[src/rtl/feature_mem_pkg.sv]
// Shared encodings for the feature memory buffer and its clear controller.
package feature_mem_pkg;

    typedef enum logic {
        ST_IDLE  = 1'b0,
        ST_SWEEP = 1'b1
    } state_e;

    localparam logic OP_WRITE = 1'b0;
    localparam logic OP_READ  = 1'b1;

    // Index width for a DEPTH-word array; a 1-word index is the floor.
    function automatic int idx_w(input int depth);
        return (depth > 1) ? $clog2(depth) : 1;
    endfunction

endpackage

[src/rtl/mem_clear_ctrl.sv]
// Sequential clear engine: zeroes one word per cycle after reset or a clr
// pulse, and reports busy for exactly DEPTH cycles.
module mem_clear_ctrl
    import feature_mem_pkg::*;
#(
    parameter int ADDR_W = 8,
    parameter int DEPTH  = 128,
    parameter int IDX_W  = 7
) (
    input  logic             clk,
    input  logic             reset,
    input  logic             clr_i,
    output logic             busy_o,
    output logic             clear_we_o,
    output logic [IDX_W-1:0] clear_addr_o
);

    // One bit wider than the address so DEPTH == 2**ADDR_W cannot wrap early.
    localparam logic [ADDR_W:0] LAST = (ADDR_W + 1)'(DEPTH - 1);
    localparam logic [ADDR_W:0] ONE  = (ADDR_W + 1)'(1);

    state_e          state_q, state_d;
    logic [ADDR_W:0] cnt_q, cnt_d;

    // NOTE: state registers use non-blocking assignments so every flop
    // samples the pre-edge value of the others.
    always_ff @(posedge clk) begin
        if (reset) begin
            state_q <= ST_SWEEP;
            cnt_q   <= '0;
        end else begin
            state_q <= state_d;
            cnt_q   <= cnt_d;
        end
    end

    // NOTE: defaults first so no path through the case leaves a latch.
    always_comb begin
        state_d = state_q;
        cnt_d   = cnt_q;
        case (state_q)
            ST_IDLE: begin
                if (clr_i) begin
                    state_d = ST_SWEEP;
                    cnt_d   = '0;
                end
            end
            ST_SWEEP: begin
                if (cnt_q == LAST) begin
                    state_d = ST_IDLE;
                    cnt_d   = '0;
                end else begin
                    cnt_d = cnt_q + ONE;
                end
            end
            default: begin
                state_d = ST_SWEEP;
                cnt_d   = '0;
            end
        endcase
    end

    assign busy_o       = (state_q == ST_SWEEP);
    assign clear_we_o   = (state_q == ST_SWEEP);
    assign clear_addr_o = cnt_q[IDX_W-1:0];

endmodule

[src/rtl/feature_mem_buf.sv]
// Single-port feature data memory with registered read, write-through,
// access strobes, out-of-range detection and a sequential clear sweep.
module feature_mem_buf
    import feature_mem_pkg::*;
#(
    parameter int DATA_W = 16,
    parameter int ADDR_W = 8,
    parameter int DEPTH  = 128
) (
    input  logic              clk,
    input  logic              reset,
    input  logic              en,
    input  logic              r_w,
    input  logic [ADDR_W-1:0] abus,
    input  logic [DATA_W-1:0] dbus_in,
    input  logic              clr,
    output logic [DATA_W-1:0] dbus_out,
    output logic              rd_valid,
    output logic              stored,
    output logic              addr_err,
    output logic              busy
);

    localparam int              IDX_W   = idx_w(DEPTH);
    localparam logic [ADDR_W:0] DEPTH_C = (ADDR_W + 1)'(DEPTH);

    logic [DATA_W-1:0] mem_q [DEPTH];
    logic [DATA_W-1:0] dout_q, dout_d;
    logic              rd_valid_q, stored_q, addr_err_q;

    logic              clear_we;
    logic [IDX_W-1:0]  clear_addr;
    logic [IDX_W-1:0]  idx;
    logic              in_range, accept, user_we, user_re, oor;

    mem_clear_ctrl #(
        .ADDR_W (ADDR_W),
        .DEPTH  (DEPTH),
        .IDX_W  (IDX_W)
    ) u_clear_ctrl (
        .clk          (clk),
        .reset        (reset),
        .clr_i        (clr),
        .busy_o       (busy),
        .clear_we_o   (clear_we),
        .clear_addr_o (clear_addr)
    );

    // A clr in the same cycle as a request takes priority and drops it.
    assign in_range = ({1'b0, abus} < DEPTH_C);
    assign accept   = en & ~busy & ~clr & ~reset;
    assign user_we  = accept & in_range & (r_w == OP_WRITE);
    assign user_re  = accept & in_range & (r_w == OP_READ);
    assign oor      = accept & ~in_range;
    assign idx      = abus[IDX_W-1:0];

    // NOTE: the array has no reset branch; the clear sweep zeroes it one
    // word per cycle so it can map onto a RAM macro.
    always_ff @(posedge clk) begin
        if (clear_we) begin
            mem_q[clear_addr] <= '0;
        end else if (user_we) begin
            mem_q[idx] <= dbus_in;
        end
    end

    always_comb begin
        dout_d = dout_q;
        if (user_re) begin
            dout_d = mem_q[idx];
        end else if (user_we) begin
            dout_d = dbus_in;
        end
    end

    always_ff @(posedge clk) begin
        if (reset) begin
            dout_q     <= '0;
            rd_valid_q <= 1'b0;
            stored_q   <= 1'b0;
            addr_err_q <= 1'b0;
        end else begin
            dout_q     <= dout_d;
            rd_valid_q <= user_re;
            stored_q   <= user_we;
            addr_err_q <= oor;
        end
    end

    assign dbus_out = dout_q;
    assign rd_valid = rd_valid_q;
    assign stored   = stored_q;
    assign addr_err = addr_err_q;

endmodule

[config.mk]
export PLATFORM = sky130hd
export DESIGN_NAME = feature_mem_buf
export DESIGN_NICKNAME = d
export VERILOG_FILES = /design/src/rtl/feature_mem_pkg.sv /design/src/rtl/mem_clear_ctrl.sv /design/src/rtl/feature_mem_buf.sv
export SDC_FILE = /design/constraint.sdc
export NUM_CORES = 2
export LEC_CHECK = 0
export BUFFER_PORTS_ARGS = -buffer_cell sky130_fd_sc_hd__buf_4
export CAP_MARGIN = 20
export CORE_MARGIN = 3
export CORE_UTILIZATION = 50
export CTS_BUF_LIST = sky130_fd_sc_hd__clkbuf_4
export DETAILED_ROUTE_END_ITERATION = 8
export PLACE_DENSITY_LB_ADDON = 0.1
export SLEW_MARGIN = 15
export SYNTH_ARGS = -nofsm -noshare
export SYNTH_HDL_FRONTEND = slang
export SYNTH_HIERARCHICAL = 1
export SYNTH_SLANG_ARGS = --single-unit
[constraint.sdc]
create_clock -name clk -period 7 [get_ports clk]
set_input_delay 0.7 -clock clk [delete_from_list [all_inputs] [get_ports clk]]
set_output_delay 0.7 -clock clk [all_outputs]
set_load 0.05 [all_outputs]
# Word-level counts from Yosys, hierarchy flattened
# Memories as Yosys holds them, arrays and structs flattened. A register that Yosys moved wholly into a read port is not among the register bits.
# Cells that the tools add are included.
# classes
multipliers,0
n_lt_le_gt_ge,1
shifts,0
n_reduce_logical,2
bitwise,12
add_sub_neg,1
div,0
n_mux,14
eq_ne,2
# ops
cell,n
$mux 9,2
$pmux 9 s2,1
$mux 16,1
$reduce_or 16->1,1
$add 9x1->9 const B,1
$eq 9x7->1 const B,1
$lt 8x8->1 const B,1
$mux 1,8
$and 1x1->1,7
$mux 7,1
$not 1->1,5
$ne 2x2->1 const B,1
$pmux 1 s2,1
$reduce_bool 2->1,1
# totals
register_bits,13
mem_bits_rw,2048
output_inout_bits,20
mem_bits_ro,0
memories,1
latch_bits,0
# memory_table
memory,words,word_bits,read_ports,rd_clocked_by_memory_dff,wr,line_no,text
mem_q,128,16,1,1,1,feature_mem_buf.sv:27,logic [DATA_W-1:0] mem_q [DEPTH];

# Longest topological paths before layout
# depth
word_depth,11
ltp_mapped,12
mapped_depth_nobuf,6

# Modules after synthesis
# The synthesis kept the hierarchy.
# modules_own_cells
module,cells_each,seq_area_each_um2,instances,area_each_um2
feature_mem_buf,3997,61879.3,1,80820.0
mem_clear_ctrl,69,200.2,1,575.6

# Worst setup path after synthesis
# Ideal clock, no wire load.
# synth_path
path_type,input to register
start,input reset
end,memory mem_q[0][10] (data pin)
t_required_ps,6465
t_arrival_ps,3873
stages,7
setup_slack_ps,2592
n_path_buf,4
cell_sequence,buf_6 -> or3b_1 -> buf_6 -> nor4_4 -> buf_4 -> clkbuf_1 -> and2_1
# synth_via
elab_chain_len,9
# synth_rtl
item,line_no,text
"start, declared",feature_mem_buf.sv:11,"input logic reset,"
$not 1->1,feature_mem_buf.sv:51,assign accept = en & ~busy & ~clr & ~reset;
$and 1x1->1,feature_mem_buf.sv:51,
$and 1x1->1 (2 in a row),feature_mem_buf.sv:52,assign user_we = accept & in_range & (r_w == OP_WRITE);
$mux 1,feature_mem_buf.sv:62,end else if (user_we) begin
$mux 1,feature_mem_buf.sv:60,if (clear_we) begin
$mux 1 (implied by the code),feature_mem_buf.sv:63,mem_q[idx] <= dbus_in;
$reduce_or 16->1 (no source line),n/a,
$mux 16 (no source line),n/a,
"end, declared",feature_mem_buf.sv:27,
# No other way between the ends.

# Final worst setup path
# layout_path
start,input reset
end,"memory mem_q[36][8], enable pin"
# layout_via
elab_chain_len,9
# layout_rtl
item,line_no
$not 1->1 (*),feature_mem_buf.sv:51
$and 1x1->1 (*),feature_mem_buf.sv:51
$and 1x1->1 (*) (2 in a row),feature_mem_buf.sv:52
$mux 1 (*),feature_mem_buf.sv:62
$mux 1 (*),feature_mem_buf.sv:60
$mux 1 (implied by the code) (*),feature_mem_buf.sv:63
$reduce_or 16->1 (no source line),n/a
$mux 7 (no source line) / $mux 1 (equally long branches),n/a
# Every way passes the cells marked *; elsewhere a longest branch is shown, timed or not.

==> run summary <==
DRT
------------------------------------------------------------------------------------------------------
Routed len/inst                                                                                31.0 um
Vias per Instance                                                                                 6.06
Via count                                                                                        43400
Final antenna-violating net count                                                                    0
Count of unresolved DRC violations after routing                                                     0
Initial DRT Pass Iterations                                                                          5
Total Routed Length                                                                             222 mm
1st-iter DRT viols                                                                                4776

WORST SETUP PATH
------------------------------------------------------------------------------------------------------
Register-to-Register Setup Slack                                                               2800 ps
Largest stage delay on the critical path                                                        880 ps
Timing endpoint of the critical path                                                      mem_q[36][8]
Count of cells along the worst register-to-register path                                             8
R2R Path End                                                                              mem_q[36][8]
Arrival time worst endpoint                                                                    5180 ps
Launch instance of the worst register-to-register path                                    u_clear_ctrl/busy_o
Worst-path maximum fanout                                                                           28
Worst Path Buf+Inv                                                                                   3
Startpoint-to-endpoint class of the critical path                                         primary input to flip-flop
Critical path startpoint                                                                         reset
Category of the worst setup path capture point                                               flip-flop
Cell-by-cell trace of the critical path                                                   dlygate4sd3_1 -> buf_4 -> or3b_1 -> or4_1 -> nor3_1 -> a31oi_1 -> nand2b_1 -> buf_4 -> nor2_2
Startpoint Class                                                                          primary input
Stages on the worst setup path                                                                       9
Cell family contributing the most delay on the critical path                              simple AND/OR/NAND/NOR gates
Cell repeated most along the worst path                                                   sky130_fd_sc_hd__buf_4
Max stage delay cell, worst path                                                          sky130_fd_sc_hd__or4_1
Required time of the critical path                                                             7910 ps

SYNTH
------------------------------------------------------------------------------------------------------
Largest area contributor in the netlist                                                   sky130_fd_sc_hd__edfxtp_1
Post-synthesis instance total                                                                     4066
Fraction of synthesized cell area taken by the top area cell type                                0.756
Average instance area after synthesis                                                         20.0 um2
Distinct cell type count after synthesis                                                            65
Cell area after synthesis                                                                    81400 um2
Synth async-reset ratio                                                                              0
Number of warnings issued by yosys                                                                   6
Largest cells by area after synthesis                                                     sky130_fd_sc_hd__edfxtp_1, sky130_fd_sc_hd__mux4_2, sky130_fd_sc_hd__mux2i_1
Count of flip-flops with a built-in enable after synthesis                                        2048
Post-synthesis sequential element count                                                           2077
Number of nets in the synthesized netlist                                                         4096
Top_reg_cell synth                                                                        sky130_fd_sc_hd__edfxtp_1
Synth cell count leaders                                                                  sky130_fd_sc_hd__edfxtp_1, sky130_fd_sc_hd__mux2i_1, sky130_fd_sc_hd__mux4_2
Seq/Total Area, Yosys                                                                            0.763
Most common cell in the netlist                                                           sky130_fd_sc_hd__edfxtp_1

MIN PATH
------------------------------------------------------------------------------------------------------
Hold Path Cell Cnt                                                                                   4
Source of the worst hold timing path                                                           abus[2]
Worst hold path type                                                                      primary input to flip-flop

STA
------------------------------------------------------------------------------------------------------
Total Neg Setup Slack                                                                             0 ps
Time the worst path needs with I/O delays and setup                                            4270 ps
Number of failing setup endpoints in the final timing report                                         0
Worst rel slew slack                                                                             0.235
Endpoints failing hold                                                                               0
Slew Viols, Final                                                                                    0
Achievable Freq                                                                                234 MHz
Skew final                                                                                     95.4 ps
RSZ-0062 raised after global routing                                                                no
Setup ws final                                                                                 2730 ps
Fraction of the cycle the final worst path needs                                                 0.610
Worst-Margin Slew                                                                              1150 ps

PWR
------------------------------------------------------------------------------------------------------
Overall power                                                                                  25.0 mW
Internal Power                                                                                 19.5 mW
Leakage component of the power                                                                 31.1 nW
Share of power burned in the clock network                                                       0.416
Share of total power in sequential cells                                                         0.540
Switching part of the total                                                                      0.221
Total power density per cell area                                                           272 nW/um2
Max rail drop VDD                                                                             0.245 mV
Part of the power in combinational logic                                                         0.044
Net switching power                                                                            5.53 mW

CLOCKING
------------------------------------------------------------------------------------------------------
TritonCTS clock tree                                                                               yes
Number of buffers added to fix hold violations after cts                                            26
Insertion delay to the later sink of the worst-skew pair                                       1360 ps
CTS-repair resized insts                                                                             0
Clock transition at the register clock pins on the worst setup and hold paths after CTS          60 ps
Max Buffers Root-to-Sink                                                                             4
Clock root buffer                                                                         sky130_fd_sc_hd__clkbuf_4
Number of clock sinks                                                                             2077
H-tree Lvls                                                                                          6
Post-CTS setup buffer count                                                                          0
Num CTS Buffers                                                                                    557

FLOORPLAN
------------------------------------------------------------------------------------------------------
Placement Rows                                                                                     147
Starting density of the core                                                                     0.505
Die height                                                                                      409 um
Number of ports placed on the die boundary                                                          49
Core area                                                                                   161000 um2
Floorplan die width                                                                             409 um
Die ar.                                                                                     168000 um2

CELLS AND AREA
------------------------------------------------------------------------------------------------------
P&R area growth vs syn                                                                           12.9%
Post-layout net count                                                                             4672
Number of fill cells                                                                             12500
Fraction of layout instances using a drive strength above 1                                      0.315
Total non-filler cell area in the finished layout                                            91900 um2
Final instance count without filler cells                                                         7164

GLOBAL ROUTING
------------------------------------------------------------------------------------------------------
Pin count of the biggest net entering global routing                                               103
Overall global routing resource usage                                                            0.265
Number of antenna violations at the first check in global routing                                   24
Wire length of the first global-routing pass                                                    316 mm
Remaining global-route overflow                                                                      0
Via count of the first global-routing pass                                                       43600

PLACED DESIGN
------------------------------------------------------------------------------------------------------
Hpwl dp                                                                                         132 mm
Number of port buffers                                                                              48
Number of placed instances with taps included                                                     6213
Worst setup slack before clock tree synthesis                                                  1750 ps
Placer's final routability congestion estimate                                                   0.887
Placed cell area                                                                             84800 um2

FLOW RUN
------------------------------------------------------------------------------------------------------
Max_cap viols                                                                                        0

STATUS
------------------------------------------------------------------------------------------------------
Outcome                                                                                      completed

## how the worst min path moves through the flow
stage | to | slack, ps
after global routing | dbus_out[2] | 90
after floorplan | u_clear_ctrl/cnt_q[8] | 470
after CTS | dbus_out[2] | 30
after detailed placement | u_clear_ctrl/cnt_q[8] | 500
final | dbus_out[2] | 180
after global placement | u_clear_ctrl/cnt_q[8] | 500
## power by group through the flow
| stage | registers, mW | logic (mW) | clock network [mW] |
|---|---|---|---|
| after detailed placement | 13.8 | 1.09 | 0 |
| after global placement | 13.8 | 1.09 | 0 |
| final | 13.5 | 1.10 | 10.4 |
| after CTS | 13.5 | 1.10 | 10.7 |
| after global routing | 13.5 | 1.15 | 11.3 |
| after floorplan | 13.8 | 0.690 | 0 |
## kinds of logic after synthesis
kind of cell / Yosys count / share of synthesized area
AOI/OAI and AO/OA: 506 / 0.0412
adders and majority gates: 1 / 0.000154
buffers and inverters: 259 / 0.0171
DFF: 2077 / 0.763
muxes: 815 / 0.155
and+or+nand+nor: 408 / 0.0240
## routing by layer
| layer | up-vias | share of wire | GRT usage | wire [um] |
|---|---|---|---|---|
| li1 | 18300 | - | - | - |
| met5 | - | 0.00040 | 0 | 89 |
| met4 | 12 | 0.037 | 0.105 | 8240 |
| met1 | 22700 | 0.41 | 0.372 | 90900 |
| met2 | 2009 | 0.46 | 0.399 | 103000 |
| met3 | 401 | 0.090 | 0.0710 | 20000 |
## cell usage in the layout, fill, tap and decap left out, drive strengths merged, types with 25 or more instances in the layout
cell type    netlist  routed
o221ai            60      60
dlygate4sd3        0      26
nor2             179     179
mux2i            397     397
mux2              70      70
a21oi            106     106
a22oi             55      55
a31oi             25      25
dfxtp             29      29
o22ai             64      64
o21ai            101     101
or2               27      27
clkbuf           106     796
edfxtp          2048    2048
buf              149     246
clkinv             1      88
nand2             82      82
mux4             348     348
nand3             34      34
## final cells by class
cell class                 instances  area (um2)  share of cell area
inverter                           4        22.5            0.000245
multi-input combinational       1730       18100               0.197
sequential                      2077       62100               0.676
clock buffer                     796        5980              0.0650
tap                             2160        2700              0.0294
timing repair buffer             272        2270              0.0247
clock inverter                   111         719             0.00783
antenna                           14        35.0            0.000381
## worst register-to-register path, cell delays in order, from the launching register on
cell	delay, ps
sky130_fd_sc_hd__dfxtp_1	310
sky130_fd_sc_hd__buf_4	200
sky130_fd_sc_hd__or2_2	470
sky130_fd_sc_hd__or4_1	750
sky130_fd_sc_hd__nor3_1	270
sky130_fd_sc_hd__a31oi_1	140
sky130_fd_sc_hd__nand2b_1	510
sky130_fd_sc_hd__buf_4	380
sky130_fd_sc_hd__nor2_2	730
## registers in the layout (all words and copies together) (netlist names)
name	flops
u_clear_ctrl/busy_o	1
dbus_out	16
stored	1
addr_err	1
rd_valid	1
mem_q	2048
u_clear_ctrl/cnt_q	9
## stage by stage
stage / utilization / hold slack, ps
2_1_floorplan: - / 473
4_1_cts: 0.570 / 28.0
3_3_place_gp: 0.526 / 496
5_1_grt: 0.570 / 87.5
3_5_place_dp: 0.527 / 502
6_report: 0.570 / 179
No activity file was read; power rests on OpenSTA's default activity.
